File: src/rtl/calc_entry_ctrl_if.sv
// Operand/result handshake between the entry controller (master) and the
// two-operand calculator datapath (slave).
interface calc_entry_ctrl_if;
  logic [7:0]  opa;
  logic [7:0]  opb;
  logic [1:0]  op;
  logic        calc_start;
  logic        calc_done;
  logic [15:0] res_bcd;
  logic        res_neg;

  modport master (
    output opa, opb, op, calc_start,
    input  calc_done, res_bcd, res_neg
  );

  modport slave (
    input  opa, opb, op, calc_start,
    output calc_done, res_bcd, res_neg
  );
endinterface

File: src/rtl/calc_entry_ctrl.sv
// Key-entry sequencer: builds two BCD operands and an operator from keyboard
// presses, launches the calculator, and formats the 4-digit display per state.
module calc_entry_ctrl #(
  parameter int CALC_TIMEOUT = 1024
) (
  input  logic                    clk,
  input  logic                    rst,
  input  logic                    key_valid,
  input  logic [8:0]              last_change,
  input  logic [511:0]            key_down,
  calc_entry_ctrl_if.master       calc,
  output logic [3:0]              disp3,
  output logic [3:0]              disp2,
  output logic [3:0]              disp1,
  output logic [3:0]              disp0,
  output logic                    err
);

  localparam int TW = $clog2(CALC_TIMEOUT + 1);
  localparam logic [TW-1:0] TIMER_LAST = TW'(CALC_TIMEOUT - 1);

  typedef enum logic [1:0] {ENTER_A, ENTER_B, CALC, SHOW} state_e;
  typedef enum logic [2:0] {K_NONE, K_DIGIT, K_OP, K_ENTER, K_ESC, K_BS} key_kind_e;
  typedef struct packed {
    key_kind_e  kind;
    logic [3:0] val;
  } key_t;

  function automatic key_t decode(input logic [8:0] code);
    key_t k;
    k = '{kind: K_NONE, val: 4'd0};
    case (code)
      9'h045, 9'h070: k = '{kind: K_DIGIT, val: 4'd0};
      9'h016, 9'h069: k = '{kind: K_DIGIT, val: 4'd1};
      9'h01E, 9'h072: k = '{kind: K_DIGIT, val: 4'd2};
      9'h026, 9'h07A: k = '{kind: K_DIGIT, val: 4'd3};
      9'h025, 9'h06B: k = '{kind: K_DIGIT, val: 4'd4};
      9'h02E, 9'h073: k = '{kind: K_DIGIT, val: 4'd5};
      9'h036, 9'h074: k = '{kind: K_DIGIT, val: 4'd6};
      9'h03D, 9'h06C: k = '{kind: K_DIGIT, val: 4'd7};
      9'h03E, 9'h075: k = '{kind: K_DIGIT, val: 4'd8};
      9'h046, 9'h07D: k = '{kind: K_DIGIT, val: 4'd9};
      9'h079:         k = '{kind: K_OP,    val: 4'd0};
      9'h07B:         k = '{kind: K_OP,    val: 4'd1};
      9'h07C:         k = '{kind: K_OP,    val: 4'd2};
      9'h05A, 9'h15A: k = '{kind: K_ENTER, val: 4'd0};
      9'h076:         k = '{kind: K_ESC,   val: 4'd0};
      9'h066:         k = '{kind: K_BS,    val: 4'd0};
      default:        k = '{kind: K_NONE,  val: 4'd0};
    endcase
    return k;
  endfunction

  // Right-justified operand; an empty operand still shows a single 0.
  function automatic logic [15:0] fmt_operand(input logic [7:0] v, input logic [1:0] cnt);
    logic [15:0] f;
    case (cnt)
      2'd0:    f = 16'hFFF0;
      2'd1:    f = {12'hFFF, v[3:0]};
      default: f = {8'hFF, v};
    endcase
    return f;
  endfunction

  // Leading zeros blanked; minus sits left of the top digit, or overwrites disp3.
  function automatic logic [15:0] fmt_result(input logic [15:0] r, input logic neg);
    logic [15:0] f;
    int          msd;
    f   = 16'hFFFF;
    msd = 0;
    for (int i = 0; i < 4; i++) begin
      if (r[i*4 +: 4] != 4'd0) msd = i;
    end
    for (int i = 0; i < 4; i++) begin
      if (i <= msd) f[i*4 +: 4] = r[i*4 +: 4];
    end
    if (neg) begin
      if (msd < 3) f[(msd+1)*4 +: 4] = 4'hA;
      else         f[15:12]          = 4'hA;
    end
    return f;
  endfunction

  state_e         state_q, state_d;
  logic [7:0]     opa_q, opa_d, opb_q, opb_d;
  logic [1:0]     op_q, op_d;
  logic [1:0]     cnt_a_q, cnt_a_d, cnt_b_q, cnt_b_d;
  logic [15:0]    res_q, res_d;
  logic           neg_q, neg_d;
  logic           err_q, err_d;
  logic [TW-1:0]  timer_q, timer_d;
  logic           start_q, start_d;
  logic [15:0]    disp_q, disp_d;

  key_t key;
  logic key_ev;

  assign key    = decode(last_change);
  assign key_ev = key_valid && key_down[last_change];

  // NOTE: state registers use non-blocking assignments so every flop samples
  // the pre-edge value of every other flop, regardless of process order.
  always_ff @(posedge clk or negedge rst) begin
    if (!rst) begin
      state_q <= ENTER_A;
      opa_q   <= '0;
      opb_q   <= '0;
      op_q    <= '0;
      cnt_a_q <= '0;
      cnt_b_q <= '0;
      res_q   <= '0;
      neg_q   <= 1'b0;
      err_q   <= 1'b0;
      timer_q <= '0;
      start_q <= 1'b0;
      disp_q  <= 16'hFFF0;
    end else begin
      state_q <= state_d;
      opa_q   <= opa_d;
      opb_q   <= opb_d;
      op_q    <= op_d;
      cnt_a_q <= cnt_a_d;
      cnt_b_q <= cnt_b_d;
      res_q   <= res_d;
      neg_q   <= neg_d;
      err_q   <= err_d;
      timer_q <= timer_d;
      start_q <= start_d;
      disp_q  <= disp_d;
    end
  end

  // NOTE: every variable gets a hold default before any branch, so no path
  // leaves one unassigned and no latch is inferred.
  always_comb begin
    state_d = state_q;
    opa_d   = opa_q;
    opb_d   = opb_q;
    op_d    = op_q;
    cnt_a_d = cnt_a_q;
    cnt_b_d = cnt_b_q;
    res_d   = res_q;
    neg_d   = neg_q;
    err_d   = err_q;
    timer_d = timer_q;

    if (key_ev && key.kind == K_ESC) begin
      state_d = ENTER_A;
      opa_d   = '0;
      opb_d   = '0;
      op_d    = '0;
      cnt_a_d = '0;
      cnt_b_d = '0;
      err_d   = 1'b0;
    end else begin
      unique case (state_q)
        ENTER_A: if (key_ev) begin
          case (key.kind)
            K_DIGIT: if (cnt_a_q < 2'd2) begin
              opa_d   = {opa_q[3:0], key.val};
              cnt_a_d = cnt_a_q + 2'd1;
            end
            K_BS: if (cnt_a_q != 2'd0) begin
              opa_d   = {4'h0, opa_q[7:4]};
              cnt_a_d = cnt_a_q - 2'd1;
            end
            K_OP: if (cnt_a_q != 2'd0) begin
              op_d    = key.val[1:0];
              opb_d   = '0;
              cnt_b_d = '0;
              state_d = ENTER_B;
            end
            default: ;
          endcase
        end
        ENTER_B: if (key_ev) begin
          case (key.kind)
            K_DIGIT: if (cnt_b_q < 2'd2) begin
              opb_d   = {opb_q[3:0], key.val};
              cnt_b_d = cnt_b_q + 2'd1;
            end
            K_BS: if (cnt_b_q != 2'd0) begin
              opb_d   = {4'h0, opb_q[7:4]};
              cnt_b_d = cnt_b_q - 2'd1;
            end else begin
              state_d = ENTER_A;
            end
            K_ENTER: if (cnt_b_q != 2'd0) begin
              timer_d = '0;
              state_d = CALC;
            end
            default: ;
          endcase
        end
        CALC: begin
          // A done seen alongside the start pulse belongs to an older request.
          if (calc.calc_done && !start_q) begin
            res_d   = calc.res_bcd;
            neg_d   = calc.res_neg;
            state_d = SHOW;
          end else if (timer_q == TIMER_LAST) begin
            err_d   = 1'b1;
            state_d = SHOW;
          end else begin
            timer_d = timer_q + 1'b1;
          end
        end
        SHOW: if (key_ev) begin
          case (key.kind)
            K_DIGIT: begin
              opa_d   = {4'h0, key.val};
              cnt_a_d = 2'd1;
              opb_d   = '0;
              cnt_b_d = '0;
              op_d    = '0;
              err_d   = 1'b0;
              state_d = ENTER_A;
            end
            K_OP: if (!neg_q && !err_q && res_q[15:8] == 8'h00) begin
              opa_d   = res_q[7:0];
              cnt_a_d = (res_q[7:4] != 4'h0) ? 2'd2 : 2'd1;
              op_d    = key.val[1:0];
              opb_d   = '0;
              cnt_b_d = '0;
              state_d = ENTER_B;
            end
            default: ;
          endcase
        end
      endcase
    end
  end

  // Outputs are precomputed from next-state values so they register in step.
  always_comb begin
    start_d = (state_d == CALC) && (state_q != CALC);
    disp_d  = disp_q;
    if (err_d) begin
      disp_d = 16'hEFFF;
    end else begin
      unique case (state_d)
        ENTER_A: disp_d = fmt_operand(opa_d, cnt_a_d);
        ENTER_B: disp_d = fmt_operand(opb_d, cnt_b_d);
        SHOW:    disp_d = fmt_result(res_d, neg_d);
        CALC:    disp_d = disp_q;
      endcase
    end
  end

  assign calc.opa        = opa_q;
  assign calc.opb        = opb_q;
  assign calc.op         = op_q;
  assign calc.calc_start = start_q;
  assign err             = err_q;
  assign {disp3, disp2, disp1, disp0} = disp_q;

endmodule

File: src/flat_wrapper.sv
// flat-port wrapper written by rule: the top's interface ports become plain ports
module calc_entry_ctrl_flat 
#(
  parameter int CALC_TIMEOUT = 1024
)
  (clk, rst, key_valid, last_change, key_down, disp3, disp2, disp1, disp0, err, calc_opa, calc_opb, calc_op, calc_calc_start, calc_calc_done, calc_res_bcd, calc_res_neg);
  calc_entry_ctrl_if calc_i ();
  input  logic clk;
  input  logic rst;
  input  logic key_valid;
  input  logic [8:0] last_change;
  input  logic [511:0] key_down;
  output logic [3:0] disp3;
  output logic [3:0] disp2;
  output logic [3:0] disp1;
  output logic [3:0] disp0;
  output logic err;
  output wire logic [$bits(calc_i.opa)-1:0] calc_opa;
  output wire logic [$bits(calc_i.opb)-1:0] calc_opb;
  output wire logic [$bits(calc_i.op)-1:0] calc_op;
  output wire logic [$bits(calc_i.calc_start)-1:0] calc_calc_start;
  input wire logic [$bits(calc_i.calc_done)-1:0] calc_calc_done;
  input wire logic [$bits(calc_i.res_bcd)-1:0] calc_res_bcd;
  input wire logic [$bits(calc_i.res_neg)-1:0] calc_res_neg;
  assign calc_opa = calc_i.opa;
  assign calc_opb = calc_i.opb;
  assign calc_op = calc_i.op;
  assign calc_calc_start = calc_i.calc_start;
  assign calc_i.calc_done = calc_calc_done;
  assign calc_i.res_bcd = calc_res_bcd;
  assign calc_i.res_neg = calc_res_neg;
  calc_entry_ctrl #(.CALC_TIMEOUT(CALC_TIMEOUT)) u_core (.clk(clk), .rst(rst), .key_valid(key_valid), .last_change(last_change), .key_down(key_down), .calc(calc_i), .disp3(disp3), .disp2(disp2), .disp1(disp1), .disp0(disp0), .err(err));
endmodule
File: config.mk
export PLATFORM = sky130hd
export DESIGN_NAME = calc_entry_ctrl_flat
export DESIGN_NICKNAME = d
export VERILOG_FILES = /design/src/rtl/calc_entry_ctrl_if.sv /design/src/rtl/calc_entry_ctrl.sv /design/src/flat_wrapper.sv
export SDC_FILE = /design/constraint.sdc
export NUM_CORES = 1
export LEC_CHECK = 0
export BUFFER_PORTS_ARGS = -buffer_cell sky130_fd_sc_hd__buf_2
export CORE_AREA = 2 2 225 227
export CTS_CLUSTER_DIAMETER = 60
export DETAILED_ROUTE_END_ITERATION = 6
export DIE_AREA = 0 0 227 229
export GPL_ROUTABILITY_DRIVEN = 1
export SYNTH_ARGS = -nofsm -noshare
export SYNTH_HDL_FRONTEND = slang
export SYNTH_SLANG_ARGS = --single-unit
File: constraint.sdc
create_clock -name clk -period 6.1 [get_ports clk]
set_input_delay 0.305 -clock clk [delete_from_list [all_inputs] [get_ports clk]]
set_output_delay 0.305 -clock clk [all_outputs]
set_load 0.02 [all_outputs]
== Word-level counts from Yosys, hierarchy flattened ==
Cells that the tools add are included.
Word-level totals
  register bits after elaboration: 70
  bits of input ports: 542
  output and inout bits: 36
  logic and storage cells: 230
Cells by class
  add/subtract/negate cells: 7
  magnitude comparators: 8
  equality and inequality tests: 54
  shifts and indexed selects: 2
  muxes and demuxes: 111
  bitwise gates (word level): 1
  reduce and logical (&&, ||, !) cells: 35
Operators by type and width (number)
  equality test 9 x 7 -> 1 bit, second input constant: 18
  2-to-1 mux 8 bit: 15
  one-hot mux 7 bit (16 select lines): 1
  one-hot mux 8 bit (2 select lines): 7
  2-to-1 mux 16 bit: 5
  2-to-1 mux 2 bit: 35
  <= comparator 3 x 32 -> 1 bit, first input constant: 2
  2-to-1 mux 32 bit: 2
  2-to-1 mux 11 bit: 5
  equality test 9 x 6 -> 1 bit, second input constant: 6
  2-to-1 mux 4 bit: 13
  one-hot mux 16 bit (3 select lines): 1
  one-hot mux 2 bit (2 select lines): 9
  negator 32 -> 33 bit: 1
  variable shift 4 x 33 -> 16 bit, first input constant: 1
  indexed part select 4 x 33 -> 16 bit, first input constant: 1
  <= comparator 1 x 32 -> 1 bit, first input constant: 1
  <= comparator 2 x 32 -> 1 bit, first input constant: 1
  < comparator 32 x 3 -> 1 bit, second input constant: 1
  adder 30 x 2 -> 30 bit, second input constant: 1
  one-hot mux 8 bit (3 select lines): 1
  one-hot mux 11 bit (2 select lines): 1
  OR reduction 2 bit: 11
  equality test 9 x 5 -> 1 bit, second input constant: 2
  other kinds (32): 77

== Longest topological paths before layout ==
Gate-level depths: netlist (run 1).
  word-level depth: 21
  depth in mapped cells: 19
  depth with buffers taken out: 12

== Worst setup path before layout (run 1) ==
Ideal clock, no wire load.
  kind: input -> register
  from: input last_change[0]
  to: register u_core.disp_q[2]
  setup time: 0.127 ns
  data arrival time: 3.517 ns
  data required time: 5.973 ns
  slack: 2.455 ns
  stages: 14
  path buffers: 3
  cell sequence: buf_6 -> buf_8 -> mux4_1 -> mux2i_1 -> o22ai_1 -> a2111o_1 -> a21oi_4 -> a31oi_4 -> o21ai_2 -> mux2i_1 -> buf_2 -> mux2_2 -> a21oi_1 -> nand3_1
Between the ends
  cells in the longest elaborated chain, start to end: 21
  elaborated cells on any way between the ends: 125
  those cells by class: 2 x add/sub; 2 x order compare; 38 x eq/ne; 2 x shift; 62 x mux; 19 x reduce/logical
Ends and longest elaborated chain
  start, declared: RTL line flat_wrapper.sv:11  | input logic [8:0] last_change;
  branches (longest 21 deep; another with adder 30 x 2 -> 30 bit)
  end signal, assigned: RTL line calc_entry_ctrl.sv:129  | disp_q <= disp_d;
  end, declared: RTL line calc_entry_ctrl.sv:93  | logic [15:0] disp_q, disp_d;
Several ways; the timed one is not identified. The select of a mux whose other input is x is not followed.
A chain may end at the register's enable or synchronous reset.

== Final worst setup path (run 1) ==
  from: input last_change[0]
  to: register u_core.disp_q[4]
Between the ends
  elaborated cells on any way between the ends: 123
  those cells by class: 2 x add/sub; 2 x order compare; 38 x eq/ne; 2 x shift; 60 x mux; 19 x reduce/logical
RTL lines
  equality test 9 x 7 -> 1 bit (tied with other cells): RTL line calc_entry_ctrl.sv:32  | case (code)
  OR reduction 2 bit: RTL line calc_entry_ctrl.sv:32
  one-hot mux 7 bit (16 select lines): RTL line calc_entry_ctrl.sv:32
  equality test 3 x 2 -> 1 bit (tied with other cells): RTL line calc_entry_ctrl.sv:158, calc_entry_ctrl.sv:209
  one-hot mux 8 bit (2 select lines) (tied with other cells): RTL line calc_entry_ctrl.sv:209  | case (key.kind)
  2-to-1 mux 8 bit, on equally long branches: RTL line calc_entry_ctrl.sv:208, calc_entry_ctrl.sv:157, calc_entry_ctrl.sv:176
  one-hot mux 8 bit (3 select lines): RTL line calc_entry_ctrl.sv:156  | unique case (state_q)
  2-to-1 mux 8 bit (*): RTL line calc_entry_ctrl.sv:147  | if (key_ev && key.kind == K_ESC) begin
  named net u_core.opb_d[4]: RTL line calc_entry_ctrl.sv:85  | logic [7:0] opa_q, opa_d, opb_q, opb_d;
  one-hot mux 8 bit (2 select lines) (*): RTL line calc_entry_ctrl.sv:57  | case (cnt)
  one-hot mux 16 bit (3 select lines) (*): RTL line calc_entry_ctrl.sv:241  | unique case (state_d)
  2-to-1 mux 16 bit (*): RTL line calc_entry_ctrl.sv:238  | if (err_d) begin
The timed path passes the listed nets; every way through them passes the cells marked *. The select of a mux whose other input is x is not followed.

==> flow_metrics.env, run 1 <==
export IMPL_stdcell_area_um2=13500
export IMPL_min_path_type="in2async"
export IMPL_nets=2122
export IMPL_worst_path_stages=14
export IMPL_hold_slack_ns=0.188
export IMPL_seq_power_share=0.246
export IMPL_io_pins=578
export IMPL_fin_crit_ns=4.81
export IMPL_finClkSkew_ns=0.0122
export IMPL_fp_row_count=82
export IMPL_vias_per_cell=5.12
export IMPL_max_stage_delay_ns=0.75
export IMPL_route_detailed_drc=0
export IMPL_cpMostUsedCell="a21oi_1"
export IMPL_cp_arrival_ns=5.07
export IMPL_p_total_mw=2.88
export IMPL_syn_cell_area_um2=9870
export IMPL_antenna_left=0
export IMPL_cts_tree="done"
export IMPL_overflow=0
export IMPL_seq_area_frac_synth=0.179
export IMPL_die_w_um=227
export IMPL_grt_usage=0.213
export IMPL_status="finished, final reports clean"
export IMPL_worstSetupPathType="in2reg"
export IMPL_cts_sinks=70
export IMPL_grt_pass1_wl_mm=80.5
export IMPL_cts_resized=0
export IMPL_synth_most_common_cell="mux2i_1"
export IMPL_cts_setup_buffers=0
export IMPL_grt_pass1_vias=11739
export IMPL_switching_power_mw=1.29
export IMPL_synth_cell_types=88
export IMPL_critPathTopFamily="simple AND/OR/NAND/NOR gates"
export IMPL_slew_headroom=0.357
export IMPL_async_reset_ff_frac=1.00
export IMPL_setup_viol=0
export IMPL_final_cell_count_no_fill=2255
export IMPL_num_vias=11551
export IMPL_initial_core_util=0.199
export IMPL_area_delta_synth_final_pct=37.2
export IMPL_dieArea_um2=52000
export IMPL_max_cap_viol_count=0
export IMPL_drive_above_1_share=0.471
export IMPL_post_route_util=0.273
export IMPL_synth_main_ff_cell="dfrtp_1"
export IMPL_ys_ff_latch=70
export IMPL_start_kind="input port"
export IMPL_ctsLongestPathBuffers=2
export IMPL_rsz0062_at_grt="no"
export IMPL_worstSetupEndpoint="u_core.disp_q[4]"
export IMPL_clkPwrFrac=0.186
export IMPL_synth_top_cell_area_share=0.155
export IMPL_cts_root_buf="clkbuf_16"
export IMPL_grt_max_degree=83
export IMPL_synthTopCellsByArea="mux4_2, dfrtp_1, mux2i_1"
export IMPL_fin_crit_sh=0.788
export IMPL_hold_buffers=0
export IMPL_yosysTopAreaCell="mux4_2"
export IMPL_place_congestion=0.942
export IMPL_yosys_warnings=0
export IMPL_r2r_cells=11
export IMPL_synth_enable_flop_cells=0
export IMPL_cp_max_fo=82
export IMPL_hold_viol=0
export IMPL_maxSlewViolCount=0
export IMPL_required_ns=6.36
export IMPL_tns_ns=0
export IMPL_cts_buffers_inserted=9
export IMPL_critical_path_cell_chain="buf_8, buf_12, mux2i_1, a22oi_1, a21oi_1, nor4_1, o21ai_1, a31oi_4, nor2_4, nor3_2, o32ai_1, nor3b_1, a21oi_1, a211o_1"
export IMPL_switching_share=0.447
export IMPL_synth_top_cells_by_count="mux2i_1, nand2_1, mux4_2, nor2_1, dfrtp_1"
export IMPL_drt_iter0_markers=960
export IMPL_drt_pass1_iter_count=6
export IMPL_timing_rr_end="u_core.disp_q[6]"
export IMPL_die_h_um=229
export IMPL_antenna_found_initial=25
export IMPL_dpl_cell_count=2230
export IMPL_io_buffers=577
export IMPL_cp_end_kind="register"
export IMPL_startpoint="last_change[0]"
export IMPL_critPathBufInv=2
export IMPL_worst_slack_ns=1.29
export IMPL_synthCells=1045
export IMPL_p_leak_nw=6.24
export IMPL_clock_latency_ns=0.34
export IMPL_crit_slowest_cell="nor3_2"
export IMPL_worstMarginPinSlew_ns=0.964
export IMPL_h_tree_depth=3
export IMPL_n_fill_cell=5391
export IMPL_placed_cell_area_um2=13200
export IMPL_clk_pin_slew_ns=0.06
export IMPL_core_um2=49700
export IMPL_rrSetupSlack_ns=1.90
export IMPL_detail_route_wirelength_mm=57.8
export IMPL_p_per_area_nw_per_um2=213
export IMPL_ir_drop_mv=0.210
export IMPL_intPower_mw=1.59
export IMPL_dpl_hpwl_mm=48.4
export IMPL_wl_per_cell_um=25.6
export IMPL_place_ws_ns=0.958
export IMPL_combPwrFrac=0.568
export IMPL_max_freq_mhz=208
export IMPL_regToRegStartpoint="u_core.state_q[0]"
export IMPL_syn_nets=1598
export IMPL_syn_area_per_cell_um2=9.44
## power by group through the flow
| stage | clock network (mW) | logic, mW | registers [mW] |
|---|---|---|---|
| final | 0.535 | 1.63 | 0.709 |
| after global routing | 0.567 | 1.77 | 0.722 |
| after CTS | 0.540 | 1.63 | 0.708 |
| after detailed placement | 0 | 1.63 | 0.714 |
| after global placement | 0 | 1.61 | 0.716 |
| after floorplan | 0 | 0.997 | 0.738 |
## final cells by class
type / instances / area [um2] / share of cell area
Clock inverter: 6 / 70.1 / 0.00518
Antenna cell: 9 / 22.5 / 0.00166
Sequential cell: 70 / 1770 / 0.131
Timing Repair Buffer: 598 / 3100 / 0.229
Multi-Input combinational cell: 851 / 7360 / 0.544
Clock buffer: 10 / 229 / 0.0169
Tap cell: 672 / 841 / 0.0621
Inverter: 39 / 146 / 0.0108
## worst min-delay path by stage
| stage | from | endpoint | slack [ns] | depth (start not counted) |
|---|---|---|---|---|
| 2_1_floorplan | rst | u_core.calc.calc_start | 0.009 | 0 |
| 3_3_place_gp | u_core.timer_q[10] | u_core.timer_q[10] | 0.47 | 1 |
| 3_5_place_dp | u_core.timer_q[9] | u_core.timer_q[9] | 0.48 | 1 |
| 4_1_cts | rst | u_core.res_q[8] | 0.23 | 2 |
| 5_1_grt | calc_res_bcd[13] | u_core.res_q[13] | 0.24 | 2 |
| 6_report | rst | u_core.res_q[8] | 0.19 | 2 |
## layer usage
metal  vias to the layer above  global-route usage  share of wire
met4                         6              0.0351          0.016
li1                       5226                   -              -
met5                         -                   0        0.00073
met1                      5676               0.288           0.43
met3                        62              0.0277          0.071
met2                       581               0.366           0.48
## kinds of logic after synthesis
family / share of synthesized area
AND/OR/NAND/NOR: 0.167
AO/OA/AOI/OAI: 0.206
multiplexers: 0.358
buffers and inverters: 0.0766
flip-flops: 0.179
adder cells (fa/ha/maj): 0.0140
## sequential cells by signal, indices dropped and copies added, names as in the netlist
signal	flops
u_core.calc.calc_start	1
u_core.calc.op	2
u_core.calc.opa	8
u_core.calc.opb	8
u_core.cnt_a_q	2
u_core.cnt_b_q	2
u_core.disp_q	16
u_core.err	1
u_core.neg_q	1
u_core.res_q	16
u_core.state_q	2
u_core.timer_q	11
## cells in the final DEF, fill, tap and decap left out, types with 7 or more instances in the layout
master / count
nand2b_1: 17
dfrtp_1: 58
nor4_1: 10
mux4_1: 16
o211ai_1: 9
o22ai_1: 12
a22oi_1: 47
nand2_1: 74
inv_1: 36
o21ai_1: 7
diode_2: 9
ha_1: 11
nand4_1: 12
nand3_1: 33
mux4_2: 68
dfstp_2: 12
and3_1: 11
a211oi_1: 8
a21oi_1: 52
nor2b_1: 15
buf_4: 20
nor3b_1: 7
mux2_2: 22
nor3_1: 18
mux2i_1: 132
o31ai_1: 11
nor2_1: 66
a31oi_1: 18
clkbuf_16: 9
o21ai_0: 40
buf_2: 574
Note: power is estimated with default switching activity, not from simulation.
==> inputs of run 2 (changes only) <==
==> constraint.sdc (replaced) <==
create_clock -name clk -period 3.9 [get_ports clk]
set_input_delay 0.195 -clock clk [delete_from_list [all_inputs] [get_ports clk]]
set_output_delay 0.195 -clock clk [all_outputs]
set_load 0.02 [all_outputs]
==> flow_metrics.env, run 2 (synthesized netlist as in run 1, its figures left out) <==
export IMPL_post_route_util=0.313
export IMPL_ctsLongestPathBuffers=2
export IMPL_p_leak_nw=7.44
export IMPL_route_detailed_drc=0
export IMPL_dieArea_um2=52000
export IMPL_max_stage_delay_ns=0.40
export IMPL_combPwrFrac=0.612
export IMPL_p_total_mw=5.11
export IMPL_cts_root_buf="clkbuf_16"
export IMPL_reg_top3="u_core.disp_q x16, u_core.res_q x16, u_core.timer_q x11"
export IMPL_cp_max_fo=43
export IMPL_status="finished, final reports clean"
export IMPL_core_um2=49700
export IMPL_wl_per_cell_um=24.0
export IMPL_clk_pin_slew_ns=0.06
export IMPL_drt_pass1_iter_count=5
export IMPL_cpMostUsedCell="buf_4"
export IMPL_max_freq_mhz=267
export IMPL_fin_crit_ns=3.75
export IMPL_clock_latency_ns=0.34
export IMPL_io_pins=578
export IMPL_cts_buffers_inserted=9
export IMPL_critPathTopFamily="compound AO/OA/AOI/OAI gates"
export IMPL_final_cell_count_no_fill=2490
export IMPL_seq_power_share=0.214
export IMPL_cp_end_kind="register"
export IMPL_critPathBufInv=5
export IMPL_finClkSkew_ns=0.00715
export IMPL_num_vias=12591
export IMPL_worstMarginPinSlew_ns=1.01
export IMPL_maxSlewViolCount=0
export IMPL_cts_sinks=70
export IMPL_tns_ns=0
export IMPL_clkPwrFrac=0.174
export IMPL_intPower_mw=2.97
export IMPL_grt_pass1_vias=12683
export IMPL_setup_viol=0
export IMPL_cp_arrival_ns=4.01
export IMPL_regToRegStartpoint="u_core.res_q[9]"
export IMPL_drt_iter0_markers=946
export IMPL_io_buffers=577
export IMPL_place_congestion=1.05
export IMPL_hold_buffers=0
export IMPL_hold_slack_ns=0.0180
export IMPL_hold_viol=0
export IMPL_max_cap_viol_count=0
export IMPL_drive_above_1_share=0.544
export IMPL_ir_drop_mv=0.448
export IMPL_cts_tree="done"
export IMPL_switching_share=0.420
export IMPL_detail_route_wirelength_mm=59.9
export IMPL_critical_path_cell_chain="buf_4, buf_16, mux4_1, mux2i_1, buf_4, o22ai_1, a2111o_1, a21oi_4, a31oi_4, buf_4, nor2_4, buf_4, o221ai_1, a21oi_1, nor3b_2, a21oi_1, a211o_1"
export IMPL_startpoint="last_change[1]"
export IMPL_worst_slack_ns=0.154
export IMPL_slew_headroom=0.323
export IMPL_dpl_hpwl_mm=51.3
export IMPL_required_ns=4.16
export IMPL_antenna_found_initial=27
export IMPL_place_ws_ns=-0.338
export IMPL_worstSetupPathType="in2reg"
export IMPL_grt_max_degree=44
export IMPL_final_common_cell="buf_2"
export IMPL_h_tree_depth=3
export IMPL_antenna_left=0
export IMPL_fp_row_count=82
export IMPL_nets=2355
export IMPL_switching_power_mw=2.15
export IMPL_area_delta_synth_final_pct=57.4
export IMPL_placed_cell_area_um2=15100
export IMPL_fin_crit_sh=0.960
export IMPL_stdcell_area_um2=15500
export IMPL_grt_usage=0.220
export IMPL_dpl_cell_count=2462
export IMPL_crit_slowest_cell="a2111o_1"
export IMPL_initial_core_util=0.199
export IMPL_rsz0062_at_grt="no"
export IMPL_start_kind="input port"
export IMPL_overflow=0
export IMPL_die_w_um=227
export IMPL_p_per_area_nw_per_um2=329
export IMPL_grt_pass1_wl_mm=83.4
export IMPL_mostFrequentLayoutCells="buf_2, buf_4, mux2i_1, nand2_1, mux4_2"
export IMPL_die_h_um=229
export IMPL_vias_per_cell=5.06
export IMPL_min_path_type="in2async"
-- run 2: cell types whose count changed in the layout (fill, tap and decap cells not counted), sizes merged --
cell      before  now
clkinvlp       0    1
inv           37   36
clkinv         7    6
buf          598  831
bufinv         1    2
diode          9   11
-- run 2: timing repair --
action	CTS	global route
buffers inserted	0	1
resized for setup	0	13
endpoints found under the setup margin	0	17
-- run 2: final cells by class --
type / instances / area, um2
antenna: 11 / 27.5
clock buffer: 10 / 229
clock inverter: 6 / 86.3
fill: 5278 / 34100
inverter: 39 / 146
multi-input combinational: 851 / 7410
sequential: 70 / 1770
tap: 672 / 841
timing repair buffer: 831 / 5020
-- run 2: per-layer routing --
| layer | part of all wire | track usage |
|---|---|---|
| met1 | 0.42 | 0.286 |
| met2 | 0.48 | 0.377 |
| met3 | 0.085 | 0.0458 |
| met4 | 0.015 | 0.0423 |
| met5 | 0.0019 | 0 |
-- run 2: final timing paths --
check,endpoint,slack (ns),depth (start not counted)
worst min-delay path,u_core.res_q[8],0.02,1
min in group clk,u_core.res_q[0],0.10,3
worst max-delay path,u_core.disp_q[4],0.15,17
worst min register to register,u_core.timer_q[10],0.50,1
worst max register to register,u_core.disp_q[1],0.35,12
max in group asynchronous,u_core.disp_q[4],2.85,2
-- run 2: power by group through the flow --
stage,Clock [mW],Combinational [mW],Sequential [mW]
floorplan,0,1.56,1.15
global placement,0,3.04,1.09
detailed placement,0,3.06,1.10
CTS,0.909,3.08,1.09
global route,0.943,3.37,1.12
finish,0.889,3.13,1.10
